[config.mk]
export PLATFORM = sky130hd
export DESIGN_NAME = moore_seq_detector
export DESIGN_NICKNAME = d
export VERILOG_FILES = /design/src/rtl/moore_fsm_pkg.sv /design/src/rtl/sat_counter.sv /design/src/rtl/moore_seq_detector.sv
export SDC_FILE = /design/constraint.sdc
export NUM_CORES = 1
export LEC_CHECK = 0
export BUFFER_PORTS_ARGS = -buffer_cell sky130_fd_sc_hd__buf_4
export CORE_MARGIN = 4
export CORE_UTILIZATION = 58
export CTS_BUF_LIST = sky130_fd_sc_hd__clkbuf_4 sky130_fd_sc_hd__clkbuf_8 sky130_fd_sc_hd__clkbuf_16
export DETAILED_ROUTE_END_ITERATION = 16
export PLACE_DENSITY = 0.94
export SLEW_MARGIN = 25
export SYNTH_ARGS = -nofsm -noshare
export SYNTH_HDL_FRONTEND = slang
export SYNTH_SLANG_ARGS = --single-unit
export TNS_END_PERCENT = 50
[constraint.sdc]
create_clock -name clk -period 3.8 [get_ports clk]
set_input_delay 0.19 -clock clk [delete_from_list [all_inputs] [get_ports clk]]
set_output_delay 0.19 -clock clk [all_outputs]
set_load 0.02 [all_outputs]
[src/rtl/moore_fsm_pkg.sv]
// Shared defaults and overlap-mode constants for the Moore sequence detector.
package moore_fsm_pkg;

  localparam int         DEF_N   = 4;
  localparam logic [3:0] DEF_PAT = 4'b1011;
  localparam int         DEF_CW  = 8;

  localparam bit OVERLAP_OFF = 1'b0;
  localparam bit OVERLAP_ON  = 1'b1;

endpackage : moore_fsm_pkg

[src/rtl/sat_counter.sv]
// Saturating up-counter with a sticky flag that is raised when the maximum is reached.
module sat_counter #(
  parameter int CW = 8
) (
  input  logic          clk,
  input  logic          rst,
  input  logic          clr,
  input  logic          inc,
  output logic [CW-1:0] cnt,
  output logic          sat
);

  localparam logic [CW-1:0] CNT_MAX = '1;

  logic [CW-1:0] cnt_reg;
  logic [CW-1:0] cnt_next;
  logic          sat_reg;
  logic          sat_next;

  always_comb begin
    cnt_next = cnt_reg;
    sat_next = sat_reg;
    if (clr) begin
      cnt_next = '0;
      sat_next = 1'b0;
    end else if (inc && (cnt_reg != CNT_MAX)) begin
      cnt_next = cnt_reg + 1'b1;
      // Flag goes up on the same edge the count reaches its ceiling.
      if (cnt_reg == CNT_MAX - 1'b1) begin
        sat_next = 1'b1;
      end
    end
  end

  always_ff @(posedge clk or posedge rst) begin
    if (rst) begin
      cnt_reg <= '0;
      sat_reg <= 1'b0;
    end else begin
      cnt_reg <= cnt_next;
      sat_reg <= sat_next;
    end
  end

  assign cnt = cnt_reg;
  assign sat = sat_reg;

endmodule : sat_counter

[src/rtl/moore_seq_detector.sv]
// Programmable Moore sequence detector: shift history, fill tracking, registered match
// output and a saturating match counter.
module moore_seq_detector
  import moore_fsm_pkg::*;
#(
  parameter int           N       = DEF_N,
  parameter logic [N-1:0] PAT_RST = N'(DEF_PAT),
  parameter bit           OVERLAP = OVERLAP_ON,
  parameter int           CW      = DEF_CW
) (
  input  logic          clk,
  input  logic          rst,
  input  logic          x,
  input  logic          en,
  input  logic          load,
  input  logic [N-1:0]  pattern_in,
  output logic          y,
  output logic [CW-1:0] match_cnt,
  output logic          cnt_sat
);

  localparam int             FW        = $clog2(N + 1);
  localparam logic [FW-1:0]  FILL_FULL = FW'(N);

  logic [N-1:0]  hist_reg;
  logic [N-1:0]  hist_next;
  logic [N-1:0]  hist_shift;
  logic [N-1:0]  pat_reg;
  logic [FW-1:0] fill_reg;
  logic [FW-1:0] fill_next;
  logic          y_reg;
  logic          y_next;
  logic          cnt_inc;

  // New bit enters at the LSB so the oldest bit sits at the MSB, matching pattern order.
  generate
    for (genvar gi = 0; gi < N; gi++) begin : g_shift
      if (gi == 0) begin : g_lsb
        assign hist_shift[gi] = x;
      end else begin : g_upper
        assign hist_shift[gi] = hist_reg[gi-1];
      end
    end
  endgenerate

  always_comb begin
    hist_next = hist_reg;
    fill_next = fill_reg;
    if (load) begin
      hist_next = '0;
      fill_next = '0;
    end else if (en) begin
      hist_next = hist_shift;
      if ((OVERLAP == OVERLAP_OFF) && y_reg) begin
        fill_next = FW'(1);
      end else if (fill_reg != FILL_FULL) begin
        fill_next = fill_reg + 1'b1;
      end
    end
  end

  // Registering the decode of next state gives y exactly the decode of current state.
  assign y_next  = (fill_next == FILL_FULL) && (hist_next == pat_reg);
  assign cnt_inc = !load && en && y_next;

  always_ff @(posedge clk or posedge rst) begin
    if (rst) begin
      hist_reg <= '0;
      fill_reg <= '0;
      pat_reg  <= PAT_RST;
      y_reg    <= 1'b0;
    end else begin
      hist_reg <= hist_next;
      fill_reg <= fill_next;
      y_reg    <= y_next;
      if (load) begin
        pat_reg <= pattern_in;
      end
    end
  end

  sat_counter #(
    .CW (CW)
  ) u_cnt (
    .clk (clk),
    .rst (rst),
    .clr (load),
    .inc (cnt_inc),
    .cnt (match_cnt),
    .sat (cnt_sat)
  );

  assign y = y_reg;

endmodule : moore_seq_detector

# Word-level counts from Yosys, hierarchy flattened
# Cells that the tools add are included.
# word_totals
reg_bits	21
in_bits	9
output_inout_bits	10
word_cells	31
# op_classes
n_reduce_logical	8
n_eq_ne	5
muxes	10
addsub	2
# op_table
op	n
two-way mux 8 bit	2
two-way mux 3 bit	3
adder 8 x 1 -> 8 bit (second input constant)	1
equality test 8 bit (second input constant)	1
two-way mux 4 bit	2
inequality test 8 bit (second input constant)	1
equality test 4 bit	1
logical AND 1 bit	4
nonzero test 2 bit	2
adder 3 x 1 -> 3 bit (second input constant)	1
equality test 3 bit (second input constant)	1
two-way mux 1 bit	3
inequality test 3 bit (second input constant)	1
AND reduction 2 bit	1
zero test 1 bit	1

# Logic depth before layout (Yosys ltp)
# depth
word_depth	10
mapped_depth	9
depth_no_buf	8

# Modules after synthesis
# From an unflattened synthesis, not the netlist that was laid out.
# unflattened
hier_cells	106
area_unflattened_um2	1166.1
# modules_own_cells
module	cells_per_inst	n_inst	area_each_um2	seq_area_each_um2
moore_seq_detector	54	1	628.1	304.0
sat_counter	52	1	538.0	225.2

# Worst setup path after synthesis
# OpenSTA, ideal clock, no wires.
# synth_path
path_kind	reg-to-reg
from	register fill_reg[0]
to	register u_cnt.cnt_reg[2], in the netlist u_cnt.cnt[2]
setup_ns	0.078
period_less_slack_ns	2.128
stages_incl_launch_ff	10
t_arrival_ns	2.050
required_ns	3.722
path_slack_ns	1.672
path_buffers	1
cell_sequence	dfrtp_1 > inv_1 > ha_1 > a21boi_2 > mux2i_1 > nor4b_4 > nand4_2 > buf_6 > or3_1 > a21oi_1
# synth_via
elab_chain_len	9
elab_cells_between_ends	10
classes_between	add/sub: 1; eq/ne: 2; mux: 3; reduce/logical: 4
# synth_lines
item	line	text
start, declared	moore_seq_detector.sv:29	logic [FW-1:0] fill_reg;
start signal, assigned	moore_seq_detector.sv:74	fill_reg <= fill_next;
adder 3 x 1 -> 3 bit / inequality test 3 bit (equally long branches)	moore_seq_detector.sv:57, moore_seq_detector.sv:56	
two-way mux 3 bit	moore_seq_detector.sv:56	end else if (fill_reg != FILL_FULL) begin
two-way mux 3 bit *	moore_seq_detector.sv:52	end else if (en) begin
two-way mux 3 bit *	moore_seq_detector.sv:49	if (load) begin
equality test 3 bit *	moore_seq_detector.sv:63	assign y_next = (fill_next == FILL_FULL) && (hist_next == pat_reg);
logical AND 1 bit *	moore_seq_detector.sv:63	
logical AND 1 bit *	moore_seq_detector.sv:64	assign cnt_inc = !load && en && y_next;
logical AND 1 bit *	sat_counter.sv:26	end else if (inc && (cnt_reg != CNT_MAX)) begin
nonzero test 2 bit (no line) *	--	
end signal, assigned	sat_counter.sv:40	cnt_reg <= cnt_next;
end, declared	sat_counter.sv:15	logic [CW-1:0] cnt_reg;
# Mark *: on every way between the ends. The rest lies on a longest branch, timed or not.
# A chain may end at the register's enable or synchronous reset.

# Final worst setup path
# layout_path
from	register fill_reg[0]
to	register u_cnt.cnt_reg[7], in the netlist u_cnt.cnt[7]
# Same word-level chain as after synthesis.

==> summary.md <==
| Metric | Value |
|---|---|
| Status | `finished, final reports clean` |
| Io pins | `19` |
| FF-to-FF path depth | `8` |
| First-pass DRT Iterations | `4` |
| TritonCTS clock tree | `done` |
| Setup crit start kind | `flip-flop` |
| DR iter-0 viols | `25` |
| Mean post-synth cell area | `10.80 µm²` |
| Die W | `approximately 52 µm` |
| Critical path class | `flip-flop to flip-flop` |
| Pwr dens | `311.4 nW/µm²` |
| Final setup fails | `0` |
| Worst r2r src | `fill_reg[0]$_DFF_PP0_` |
| Number of global-route vias before repair | `880` |
| Final WL | `2144 µm` |
| Hold Violations, Final | `0` |
| Wire length on met1 | `roughly 900 µm` |
| Routed met2 length | `approximately 1100 µm` |
| Post-Place Cells | `~140` |
| Drt drc | `0` |
| Worst skew pair latency | `0.29 ns` |
| Synth area leader | `dfrtp_1` |
| Hold crit path type | `input port to async pin` |
| Final std cells w/o fill | `147` |
| Vias/cell | `5.707` |
| Starting Density | `0.6302` |
| Fraction of final layout cells sized beyond drive strength 1 | `0.2951` |
| Via count | `between 800 and 900` |
| Chip Height | `roughly 52 µm` |
| Gr ovfl total | `0` |
| Syn Inst Count | `roughly 100` |
| Synth async-reset ratio | `1.000` |
| Area grow syn2layout | `14.81%` |
| Worst rel slew slack | `0.4721` |
| CP top delay family | `simple AND/OR/NAND/NOR gates` |
| Port Buffers | `18` |
| Pre-CTS WS | `~1.3 ns` |
| FF+latch area | `roughly 530 µm²` |
| Final Skew | `0.0005891 ns` |
| Commonest cells in the netlist | `dfrtp_1 (18), a21oi_1 (10), nor2_1 (8)` |
| Worst Max-Slew Pin Slew | `0.7910 ns` |
| Max FO, Critical Path | `15` |
| Antenna Diode Count | `0` |
| Area of the core | `1783 µm²` |
| Post-CTS sizing | `0` |
| Reg2reg end | `u_cnt.cnt[7]$_DFFE_PP0P_` |
| Synth Warn # | `0` |
| Achievable Freq | `0.3975 GHz` |
| VDD IR-drop max | `0.2363 mV` |
| Nets@finish | `about 140` |
| Register area share after synthesis | `0.4710` |
| R2r setup slk | `1.28 ns` |
| Largest net degree at the start of global routing | `24` |
| Syn nets | `117` |
| DR WL/cell | `approximately 15 µm` |
| Area contributors post-synth | `dfrtp_1 (40%), dfstp_2 (7.0%), mux2_2 (5.0%), a21oi_1 (4.5%), ha_1 (4.5%)` |
| Die area | `roughly 2700 µm²` |
| DRT antenna net count | `0` |
| CTS clk-pin slew, worst paths | `0.11 ns` |
| Dpl hpwl | `about 1600 µm` |
| Share of the synthesized area in the top cell type | `0.4009` |
| Post-CTS Setup Inserts | `0` |
| # H-tree levels | `1` |
| CTS sink cnt | `21` |
| Hold_buf cts | `0` |
| Flops & latches, synth | `21` |
| Max-cap viol count | `0` |
| Count leader, synth | `dfrtp_1` |
| Synth Cell Area | `about 1100 µm²` |
| Fillers | `around 120` |
| Critical path's slowest cell | `dfrtp_1` |
| Synth Flop Type | `dfrtp_1` |
| CTS Buffer Depth | `2` |
| Crit path buffers/inverters | `1` |
| Cell leakage power | `roughly 0.56 nW` |
| Worst Path Required | `3.99 ns` |
| Critical Path End Type | `flip-flop` |
| Initial antenna violation count | `0` |
| # rows | `15` |
| Critical path arrival | `about 2.7 ns` |
| Top layer in use | `met4` |
| Fin. max-slew vios | `0` |
| Setup WS post-layout | `around 1.3 ns` |
| Minimum clock period | `2.516 ns` |
| Largest register FFs | `8` |
| Multi-input gate area | `around 540 µm²` |
| Global-route wire length before repair | `3822 µm` |
| Routability cong. | `0.8082` |
| Num CTS Buffers | `3` |
| Clock root cell | `clkbuf_4` |
| RSZ-0062 raised after global routing | `no` |
| Period utilisation layout | `0.6621` |
| Setup TNS | `0 ns` |
| Cell variety after synth | `33` |
| Largest stage delay, worst path | `about 0.42 ns` |
| WL met3 | `126 µm` |
| All-Layer GR Usage | `0.1893` |
| Number of synthesized flops with an enable pin | `0` |
| CP Cell Sequence | `inv_1, ha_1, a21boi_2, mux2i_1, nor4b_4, nand4_2, nor3_1, mux2_2` |
-- worst reg2reg max path: stages (launching register included) --
cell and delay, ns:
dfrtp_1 0.42, inv_1 0.08, ha_1 0.25, a21boi_2 0.20
mux2i_1 0.27, nor4b_4 0.26, nand4_2 0.32, nor3_1 0.26
mux2_2 0.36
-- through the flow --
step	utilization	hold WS (ns)	cell area [µm²]	power, mW
2_1_floorplan	-	0.1643	1124	0.2822
3_3_place_gp	0.7067	0.3682	1260	0.2925
3_5_place_dp	0.7067	0.3835	1260	0.2965
4_1_cts	0.7235	0.05062	1290	0.4067
5_1_grt	0.7235	0.07499	1290	0.4241
6_report	0.7235	0.04114	1290	0.4017
-- cell usage in the layout (no fill, tap or decap), types with 2 or more instances in the layout --
| cell | instances |
|---|---|
| nor2b_1 | 3 |
| o21ai_0 | 5 |
| inv_1 | 6 |
| nand4_1 | 2 |
| nand3_1 | 5 |
| xnor2_1 | 5 |
| mux2_2 | 5 |
| or3_1 | 4 |
| ha_1 | 4 |
| dfstp_2 | 3 |
| a21oi_1 | 10 |
| buf_4 | 18 |
| nor2_1 | 8 |
| nor3_1 | 2 |
| dfrtp_1 | 18 |
| mux2i_1 | 3 |
| clkbuf_4 | 4 |
| nand2_1 | 3 |
-- cells by family (layout without fill, tap and decap cells) --
group	Yosys count	after routing	synth area share
AO/OA/AOI/OAI	20	20	0.1058
XOR/XNOR	5	5	0.03897
adder cells (fa/ha/maj)	4	4	0.04455
buffers and inverters	10	28	0.04676
flip-flops	21	21	0.4710
multiplexers	10	10	0.1091
AND/OR/NAND/NOR	34	34	0.1837
-- final cells by class --
class                      count  area share
inverter                       6     0.01746
sequential                    21      0.4103
clock buffer                   4     0.02328
timing repair buffer          18      0.1048
multi-input combinational     73      0.4200
tap                           25     0.02425
-- power by group --
part / switching [mW] / internal, mW / total [mW]
registers: 0.00673 / 0.234 / 0.240
logic: 0.0270 / 0.0244 / 0.0514
clock network: 0.0620 / 0.0479 / 0.110
-- metal layers --
metal	vias up	GRT usage
met5	-	0
met4	0	0.05240
met3	2	0.02865
met2	30	0.3243
met1	403	0.2463
li1	404	-
-- worst max path at each step --
stage | from | to | cells after the start
6_report | fill_reg[0]$_DFF_PP0_ | u_cnt.cnt[7]$_DFFE_PP0P_ | 8
4_1_cts | fill_reg[0]$_DFF_PP0_ | u_cnt.cnt[7]$_DFFE_PP0P_ | 8
2_1_floorplan | fill_reg[0]$_DFF_PP0_ | u_cnt.cnt[2]$_DFFE_PP0P_ | 9
5_1_grt | fill_reg[0]$_DFF_PP0_ | u_cnt.cnt[6]$_DFFE_PP0P_ | 8
3_3_place_gp | fill_reg[0]$_DFF_PP0_ | u_cnt.cnt[7]$_DFFE_PP0P_ | 8
3_5_place_dp | fill_reg[0]$_DFF_PP0_ | u_cnt.cnt[7]$_DFFE_PP0P_ | 8
(Power assumes the default switching activity.)
